$ cat config.mk
export PLATFORM = sky130hd
export DESIGN_NAME = ram2_port_arbiter_flat
export DESIGN_NICKNAME = d
export VERILOG_FILES = /design/src/rtl/ram2_port_arbiter_pkg.sv /design/src/rtl/ram2_port_arbiter_if.sv /design/src/rtl/ram2_port_arbiter_starve_cnt.sv /design/src/rtl/ram2_port_arbiter.sv /design/src/flat_wrapper.sv
export SDC_FILE = /design/constraint.sdc
export NUM_CORES = 1
export LEC_CHECK = 0
export BUFFER_PORTS_ARGS = -buffer_cell sky130_fd_sc_hd__buf_2
export CELL_PAD_IN_SITES_DETAIL_PLACEMENT = 2
export CELL_PAD_IN_SITES_GLOBAL_PLACEMENT = 2
export CORE_MARGIN = 5
export CORE_UTILIZATION = 19
export DETAILED_ROUTE_END_ITERATION = 10
export PLACE_DENSITY_LB_ADDON = 0.1
export SLEW_MARGIN = 20
export SYNTH_ARGS = -nofsm -noshare
export SYNTH_HDL_FRONTEND = slang
export SYNTH_HIERARCHICAL = 1
export SYNTH_SLANG_ARGS = --single-unit
$ cat constraint.sdc
create_clock -name clk -period 2.25 [get_ports clk]
set_input_delay 0.3375 -clock clk [delete_from_list [all_inputs] [get_ports clk]]
set_output_delay 0.3375 -clock clk [all_outputs]
set_load 0.1 [all_outputs]
$ cat src/rtl/ram2_port_arbiter_pkg.sv
// Shared types and constants for the RAM port-2 arbiter.
// The optional RAM_ARB_PERF_EN build also uses PERF_CNT_W from here.
package ram_arb_pkg;

    // Width of the host starvation counter (saturates at 15)
    localparam int WAIT_CNT_W = 4;

    // Width of the optional stall counters
    localparam int PERF_CNT_W = 16;

    // Arbiter state: which requester, if any, is issuing this cycle
    typedef enum logic [1:0] {
        IDLE,
        ISSUE_CPU,
        ISSUE_HOST
    } arb_state_t;

    // Identity of the requester chosen at a decision edge
    typedef enum logic {
        REQ_CPU,
        REQ_HOST
    } requester_e;

endpackage

$ cat src/rtl/ram2_port_arbiter_if.sv
// Bus bundle between the two requesters, the arbiter and RAM port 2.
// The arbiter connects through the slave modport. The master modport
// is for whatever drives the requests and models the RAM.
interface ram2_port_arbiter_if #(
    parameter int AW = 11,
    parameter int DW = 32
);
    import ram_arb_pkg::*;

    logic          cpu_req;
    logic          cpu_we;
    logic [AW-1:0] cpu_addr;
    logic [DW-1:0] cpu_wdata;
    logic          cpu_gnt;
    logic          cpu_rvalid;

    logic          host_req;
    logic          host_we;
    logic [AW-1:0] host_addr;
    logic [DW-1:0] host_wdata;
    logic          host_gnt;
    logic          host_rvalid;

    logic [DW-1:0] rdata;

    logic          ram_w_en2;
    logic [AW-1:0] ram_addr2;
    logic [DW-1:0] ram_in2;
    logic [DW-1:0] ram_data2;

    modport slave (
        input  cpu_req, cpu_we, cpu_addr, cpu_wdata,
        input  host_req, host_we, host_addr, host_wdata,
        input  ram_data2,
        output cpu_gnt, cpu_rvalid, host_gnt, host_rvalid,
        output rdata, ram_w_en2, ram_addr2, ram_in2
    );

    modport master (
        output cpu_req, cpu_we, cpu_addr, cpu_wdata,
        output host_req, host_we, host_addr, host_wdata,
        output ram_data2,
        input  cpu_gnt, cpu_rvalid, host_gnt, host_rvalid,
        input  rdata, ram_w_en2, ram_addr2, ram_in2
    );

endinterface

$ cat src/rtl/ram2_port_arbiter_starve_cnt.sv
// Saturating up-counter with increment, clear and a ">= limit" flag.
// Used as the host starvation counter and, at 16 bits, as a stall counter.
module arb_starve_cnt #(
    parameter int WIDTH = 4
) (
    input  logic             clk,
    input  logic             rst_n,
    input  logic             inc,
    input  logic             clr,
    input  logic [WIDTH-1:0] limit,
    output logic [WIDTH-1:0] count,
    output logic             at_limit
);

    // Count up on inc, stick at all-ones, clear takes priority over inc
    always_ff @(posedge clk) begin
        if (!rst_n) begin
            count <= '0;
        end else if (clr) begin
            count <= '0;
        end else if (inc && (count != '1)) begin
            count <= count + WIDTH'(1);
        end
    end

    assign at_limit = (count >= limit);

endmodule

$ cat src/rtl/ram2_port_arbiter.sv
// RAM port-2 arbiter: CPU load/store path versus host loader/debug port.
// Fixed CPU priority. The host overrides it once it has lost STARVE_LIMIT
// decisions (legal range 1..15). Each grant issues one registered RAM
// command. Read data comes back through rdata one cycle later.
// Define RAM_ARB_PERF_EN to add the cpu_stall_cnt/host_stall_cnt outputs.
module ram2_port_arbiter
    import ram_arb_pkg::*;
#(
    parameter int AW           = 11,
    parameter int DW           = 32,
    parameter int STARVE_LIMIT = 4
) (
    input  logic                   clk,
    input  logic                   rst_n,
    ram2_port_arbiter_if.slave     bus
`ifdef RAM_ARB_PERF_EN
    ,
    output logic [PERF_CNT_W-1:0]  cpu_stall_cnt,
    output logic [PERF_CNT_W-1:0]  host_stall_cnt
`endif
);

    arb_state_t      state_q;
    arb_state_t      state_d;
    requester_e      winner;
    logic            win_valid;
    logic            cpu_elig;
    logic            host_elig;
    logic            cpu_win;
    logic            host_win;
    logic            host_starved;
    logic            w_en_q;
    logic [AW-1:0]   addr_q;
    logic [DW-1:0]   wdata_q;
    logic            cpu_rvalid_q;
    logic            host_rvalid_q;
    logic [WAIT_CNT_W-1:0] wait_cnt_dbg_unused;

    // A requester in its own grant cycle is not eligible, so a command
    // presented in the grant cycle is first seen at the following edge
    assign cpu_elig  = bus.cpu_req  && (state_q != ISSUE_CPU);
    assign host_elig = bus.host_req && (state_q != ISSUE_HOST);

    // Winner select and next state: starved host first, then CPU, then host
    always_comb begin
        winner    = REQ_CPU;
        win_valid = 1'b0;
        state_d   = IDLE;
        if (host_elig && host_starved) begin
            winner    = REQ_HOST;
            win_valid = 1'b1;
            state_d   = ISSUE_HOST;
        end else if (cpu_elig) begin
            winner    = REQ_CPU;
            win_valid = 1'b1;
            state_d   = ISSUE_CPU;
        end else if (host_elig) begin
            winner    = REQ_HOST;
            win_valid = 1'b1;
            state_d   = ISSUE_HOST;
        end
    end

    assign cpu_win  = win_valid && (winner == REQ_CPU);
    assign host_win = win_valid && (winner == REQ_HOST);

    // State register
    always_ff @(posedge clk) begin
        if (!rst_n) begin
            state_q <= IDLE;
        end else begin
            state_q <= state_d;
        end
    end

    // Command register: capture the winner; address and data hold when idle
    always_ff @(posedge clk) begin
        if (!rst_n) begin
            w_en_q  <= 1'b0;
            addr_q  <= '0;
            wdata_q <= '0;
        end else if (host_win) begin
            w_en_q  <= bus.host_we;
            addr_q  <= bus.host_addr;
            wdata_q <= bus.host_wdata;
        end else if (cpu_win) begin
            w_en_q  <= bus.cpu_we;
            addr_q  <= bus.cpu_addr;
            wdata_q <= bus.cpu_wdata;
        end else begin
            w_en_q  <= 1'b0;
        end
    end

    // Read-valid flops: a load issued this cycle returns data next cycle
    always_ff @(posedge clk) begin
        if (!rst_n) begin
            cpu_rvalid_q  <= 1'b0;
            host_rvalid_q <= 1'b0;
        end else begin
            cpu_rvalid_q  <= (state_q == ISSUE_CPU)  && !w_en_q;
            host_rvalid_q <= (state_q == ISSUE_HOST) && !w_en_q;
        end
    end

    // Host starvation counter: grows while the host loses, cleared on a host win
    arb_starve_cnt #(
        .WIDTH (WAIT_CNT_W)
    ) u_wait_cnt (
        .clk      (clk),
        .rst_n    (rst_n),
        .inc      (host_elig && !host_win),
        .clr      (host_win),
        .limit    (WAIT_CNT_W'(STARVE_LIMIT)),
        .count    (wait_cnt_dbg_unused),
        .at_limit (host_starved)
    );

`ifdef RAM_ARB_PERF_EN
    logic cpu_stall_sat_unused;
    logic host_stall_sat_unused;

    // CPU stall counter: cycles the CPU is eligible but loses the decision
    arb_starve_cnt #(
        .WIDTH (PERF_CNT_W)
    ) u_cpu_stall (
        .clk      (clk),
        .rst_n    (rst_n),
        .inc      (cpu_elig && !cpu_win),
        .clr      (1'b0),
        .limit    ('1),
        .count    (cpu_stall_cnt),
        .at_limit (cpu_stall_sat_unused)
    );

    // Host stall counter: same condition as the starvation counter, never cleared
    arb_starve_cnt #(
        .WIDTH (PERF_CNT_W)
    ) u_host_stall (
        .clk      (clk),
        .rst_n    (rst_n),
        .inc      (host_elig && !host_win),
        .clr      (1'b0),
        .limit    ('1),
        .count    (host_stall_cnt),
        .at_limit (host_stall_sat_unused)
    );
`endif

    assign bus.cpu_gnt     = (state_q == ISSUE_CPU);
    assign bus.host_gnt    = (state_q == ISSUE_HOST);
    assign bus.cpu_rvalid  = cpu_rvalid_q;
    assign bus.host_rvalid = host_rvalid_q;
    assign bus.ram_w_en2   = w_en_q;
    assign bus.ram_addr2   = addr_q;
    assign bus.ram_in2     = wdata_q;
    assign bus.rdata       = bus.ram_data2;

endmodule

$ cat src/flat_wrapper.sv
// flat-port wrapper written by rule: the top's interface ports become plain ports
module ram2_port_arbiter_flat import ram_arb_pkg::*;
#(
    parameter int AW           = 11,
    parameter int DW           = 32,
    parameter int STARVE_LIMIT = 4
)
  (clk, rst_n, bus_cpu_req, bus_cpu_we, bus_cpu_addr, bus_cpu_wdata, bus_host_req, bus_host_we, bus_host_addr, bus_host_wdata, bus_ram_data2, bus_cpu_gnt, bus_cpu_rvalid, bus_host_gnt, bus_host_rvalid, bus_rdata, bus_ram_w_en2, bus_ram_addr2, bus_ram_in2);
  ram2_port_arbiter_if #(.AW(AW), .DW(DW)) bus_i ();
  input  logic clk;
  input  logic rst_n;
  input wire logic [$bits(bus_i.cpu_req)-1:0] bus_cpu_req;
  input wire logic [$bits(bus_i.cpu_we)-1:0] bus_cpu_we;
  input wire logic [$bits(bus_i.cpu_addr)-1:0] bus_cpu_addr;
  input wire logic [$bits(bus_i.cpu_wdata)-1:0] bus_cpu_wdata;
  input wire logic [$bits(bus_i.host_req)-1:0] bus_host_req;
  input wire logic [$bits(bus_i.host_we)-1:0] bus_host_we;
  input wire logic [$bits(bus_i.host_addr)-1:0] bus_host_addr;
  input wire logic [$bits(bus_i.host_wdata)-1:0] bus_host_wdata;
  input wire logic [$bits(bus_i.ram_data2)-1:0] bus_ram_data2;
  output wire logic [$bits(bus_i.cpu_gnt)-1:0] bus_cpu_gnt;
  output wire logic [$bits(bus_i.cpu_rvalid)-1:0] bus_cpu_rvalid;
  output wire logic [$bits(bus_i.host_gnt)-1:0] bus_host_gnt;
  output wire logic [$bits(bus_i.host_rvalid)-1:0] bus_host_rvalid;
  output wire logic [$bits(bus_i.rdata)-1:0] bus_rdata;
  output wire logic [$bits(bus_i.ram_w_en2)-1:0] bus_ram_w_en2;
  output wire logic [$bits(bus_i.ram_addr2)-1:0] bus_ram_addr2;
  output wire logic [$bits(bus_i.ram_in2)-1:0] bus_ram_in2;
  assign bus_i.cpu_req = bus_cpu_req;
  assign bus_i.cpu_we = bus_cpu_we;
  assign bus_i.cpu_addr = bus_cpu_addr;
  assign bus_i.cpu_wdata = bus_cpu_wdata;
  assign bus_i.host_req = bus_host_req;
  assign bus_i.host_we = bus_host_we;
  assign bus_i.host_addr = bus_host_addr;
  assign bus_i.host_wdata = bus_host_wdata;
  assign bus_i.ram_data2 = bus_ram_data2;
  assign bus_cpu_gnt = bus_i.cpu_gnt;
  assign bus_cpu_rvalid = bus_i.cpu_rvalid;
  assign bus_host_gnt = bus_i.host_gnt;
  assign bus_host_rvalid = bus_i.host_rvalid;
  assign bus_rdata = bus_i.rdata;
  assign bus_ram_w_en2 = bus_i.ram_w_en2;
  assign bus_ram_addr2 = bus_i.ram_addr2;
  assign bus_ram_in2 = bus_i.ram_in2;
  ram2_port_arbiter #(.AW(AW), .DW(DW), .STARVE_LIMIT(STARVE_LIMIT)) u_core (.clk(clk), .rst_n(rst_n), .bus(bus_i));
endmodule
==> flow_summary_export.csv <==
group,metric,value,unit
critical_path,reg2regPathDepth,8,
clocking,cts_resized,0,
hold_path,min_from,"bus_cpu_we",
yosys,netlist_instances,331,
clocking,clock_latency,0.31,ns
status,status,"finished, final reports clean",
route,drc_errors,0,
place,place_ws,0.105,ns
timing,setup_ws,0.179,ns
critical_path,timing.rr.start,"u_core/u_wait_cnt/count[3]$_SDFFE_PP0P_",
die,num_rows,45,
run,cap_violations,0,
die,die-area,18000,um^2
route,vias_per_cell,4.77,
clocking,ctsRootBufferMaster,"clkbuf_16",
yosys,synth_top_flop_cell,"dfxtp_1",
layout,fin_nets,556,
power_and_ir_drop,power.density,843,nW/um^2
clocking,clock_sinks,52,
route,num_vias,2941,
die,die_h,134,um
clocking,h-tree-depth,2,
yosys,synth_largest_area_cell,"dfxtp_1",
global_route,grt_max_degree,44,
yosys,syn-cell-area,2930,um^2
hold_path,hold_path_class,"in2reg",
place,placedInstanceArea,3610,um^2
global_route,antenna_found_initial,0,
yosys,yosysTopAreaCellShare,35.5,%
route,drtPass1Iterations,4,
route,post_drt_wl_per_cell,19.7,um
timing,finalSetupTns,0,ns
global_route,grt_usage,13.2,%
route,drtIter0Drc,93,
clocking,clkTransAtPathRegs,0.07,ns
power_and_ir_drop,peakVddDrop,282,uV
yosys,async_flop_share,0,%
timing,fin_crit_sh,92.0,%
timing,rsz0062_at_grt,"no",
yosys,seq_area_frac_synth,35.5,%
hold_path,holdPathStages,2,
critical_path,critical_path.max_fanout,12,
power_and_ir_drop,p_int,0.00181,W
critical_path,worst_setup_path_start_kind,"flop",
critical_path,r2r_slack,0.18,ns
global_route,grt_use_met3,4.46,%
clocking,cts_tree,"done",
timing,fin_worst_skew,0.00778,ns
timing,setup_viol,0,
global_route,grt_busiest_layer,"met2",
power_and_ir_drop,power_frac_seq,33.1,%
critical_path,critPathKind,"reg2reg",
layout,n_antenna_cell,0,
power_and_ir_drop,power_switching,0.00138,W
clocking,clockBufferDepth,2,
die,core_area,15200,um^2
yosys,ys_seq_elements,52,
yosys,ys_warn_count,6,
die,start_util,19.3,%
clocking,postCtsSetupRepairBufs,0,
power_and_ir_drop,clkPwrFrac,28.2,%
timing,hold_violations,0,
global_route,grt_overflow,0,
layout,drive_gt1_share,45.6,%
critical_path,cp.arrival,2.28,ns
place,port_buffers,139,
die,die-width,134,um
layout,design_area,3780,um^2
clocking,numCtsBuffers,5,
power_and_ir_drop,swShare,43.2,%
place,place_congestion,0.689,
die,ios,204,
timing,fin_crit,2.07,ns
critical_path,worstSetupEndpointType,"flop",
hold_path,hold_end,"u_core/bus.ram_w_en2$_SDFF_PN0_",
layout,postLayoutCoreUtil,24.9,%
global_route,use_met2,23.0,%
yosys,synth_edf_count,0,
global_route,met1_usage,15.2,%
yosys,ys_top_cells_by_area,"dfxtp_1, a311oi_2, nand3_1",
global_route,grt_pass1_vias,3392,
power_and_ir_drop,p_leak,1.66,nW
power_and_ir_drop,p_total,0.00319,W
route,postRouteAntennaNets,0,
timing,fmax,0.483,GHz
route,wl,12100,um
critical_path,timing.rr.end,"u_core/bus.ram_addr2[7]$_SDFFE_PN0P_",
critical_path,cp.required,2.46,ns
yosys,ys_types,35,
global_route,grt_pass1_wl,18700,um
layout,area_growth,29.0,%
timing,slew_headroom,32.0,%
place,dp_hpwl,8470,um
power_and_ir_drop,share_comb_of_total_power,38.6,%
timing,tightest_slew,1.02,ns
yosys,synth_area_per_cell,8.86,um^2
clocking,cts_hold_buf,0,
timing,drv_slew,0,
-- layout by cell type, fill, tap and decap left out, drive strengths merged, types with 2 or more instances in the layout --
cell	netlist	final
a311oi	31	31
dfxtp	52	52
ha	5	5
nand3	66	66
a21oi	50	50
inv	8	8
nand2b	5	5
buf	45	152
clkinv	1	2
o21ai	3	3
a221o	12	12
nand2	14	14
clkbuf	20	6
conb	2	4
nor3	3	3
-- worst max path at each step --
stage | startpoint | slack (ns) | end | cells after the start
4_1_cts | u_core/u_wait_cnt/count[1]$_SDFFE_PP0P_ | 0.08 | u_core/u_wait_cnt/count[2]$_SDFFE_PP0P_ | 9
5_1_grt | u_core/u_wait_cnt/count[3]$_SDFFE_PP0P_ | 0.01 | u_core/bus.ram_addr2[7]$_SDFFE_PN0P_ | 8
3_5_place_dp | u_core/u_wait_cnt/count[1]$_SDFFE_PP0P_ | 0.10 | u_core/u_wait_cnt/count[3]$_SDFFE_PP0P_ | 9
3_3_place_gp | u_core/u_wait_cnt/count[1]$_SDFFE_PP0P_ | 0.16 | u_core/u_wait_cnt/count[2]$_SDFFE_PP0P_ | 9
6_report | u_core/u_wait_cnt/count[3]$_SDFFE_PP0P_ | 0.18 | u_core/bus.ram_addr2[7]$_SDFFE_PN0P_ | 8
2_1_floorplan | u_core/state_q[0]$_SDFF_PP0_ | 0.06 | u_core/u_wait_cnt/count[3]$_SDFFE_PP0P_ | 6
-- cells by family after synthesis --
| logic type | Yosys count | share of synthesized area, % |
|---|---|---|
| DFF | 52 | 35.5 |
| and+or+nand+nor | 95 | 16.5 |
| adders and majority gates | 6 | 2.47 |
| other | 2 | 0.256 |
| buffers and inverters | 74 | 14.7 |
| AOI/OAI and AO/OA | 102 | 30.6 |
-- metal layers --
metal	vias to the layer above	wire (um)
met5	-	0
met4	0	265
met3	30	852
met2	95	5890
met1	1425	5110
li1	1391	-
-- state kept, by name, summed over array words and instances (netlist names) --
register	flops
u_core/bus.cpu_rvalid	1
u_core/state_q	2
u_core/bus.host_rvalid	1
u_core/u_wait_cnt/count	4
u_core/bus.ram_in2	32
u_core/bus.ram_addr2	11
u_core/bus.ram_w_en2	1
-- power groups by stage --
| stage | sequential (W) | combinational [W] | clock (W) |
|---|---|---|---|
| 3_3_place_gp | 0.00108 | 0.00124 | 0 |
| 5_1_grt | 0.00107 | 0.00130 | 0.000969 |
| 6_report | 0.00106 | 0.00123 | 0.000901 |
| 2_1_floorplan | 0.00168 | 0.000614 | 0 |
| 4_1_cts | 0.00106 | 0.00125 | 0.000959 |
| 3_5_place_dp | 0.00108 | 0.00125 | 0 |
-- cell usage after synthesis (all sizes together) (2+ instances only) --
cell and instances:
nand3 66, dfxtp 52, a21oi 50, buf 45, a311oi 31, clkbuf 20
nand2 14, a221o 12, inv 8, ha 5, nand2b 5, nor3 3
o21ai 3, conb 2
-- metrics by stage --
| stage | hold WS (ns) | std cells |
|---|---|---|
| finish | 0.243 | 616 |
| global route | 0.236 | 616 |
| CTS | 0.233 | 616 |
| detailed placement | 0.449 | 608 |
| global placement | 0.444 | 608 |
| floorplan | 0.463 | 333 |
-- cell type report --
type	count	area, um^2
Fill cell	1791	11400
Multi-Input combinational cell	207	1490
Sequential cell	52	1040
Timing Repair Buffer	152	822
Tap cell	188	235
Clock buffer	6	129
Clock inverter	2	35.0
Inverter	9	33.8
-- worst max-delay path: stages, from the launching register on --
cell      delay, ns
dfxtp_1        0.35
ha_1           0.31
nand2_1        0.05
o21ai_0        0.21
nand2b_4       0.20
maj3_1         0.24
buf_4          0.22
nand3_1        0.12
a311oi_2       0.28
Power figures use the tool's default switching activity.
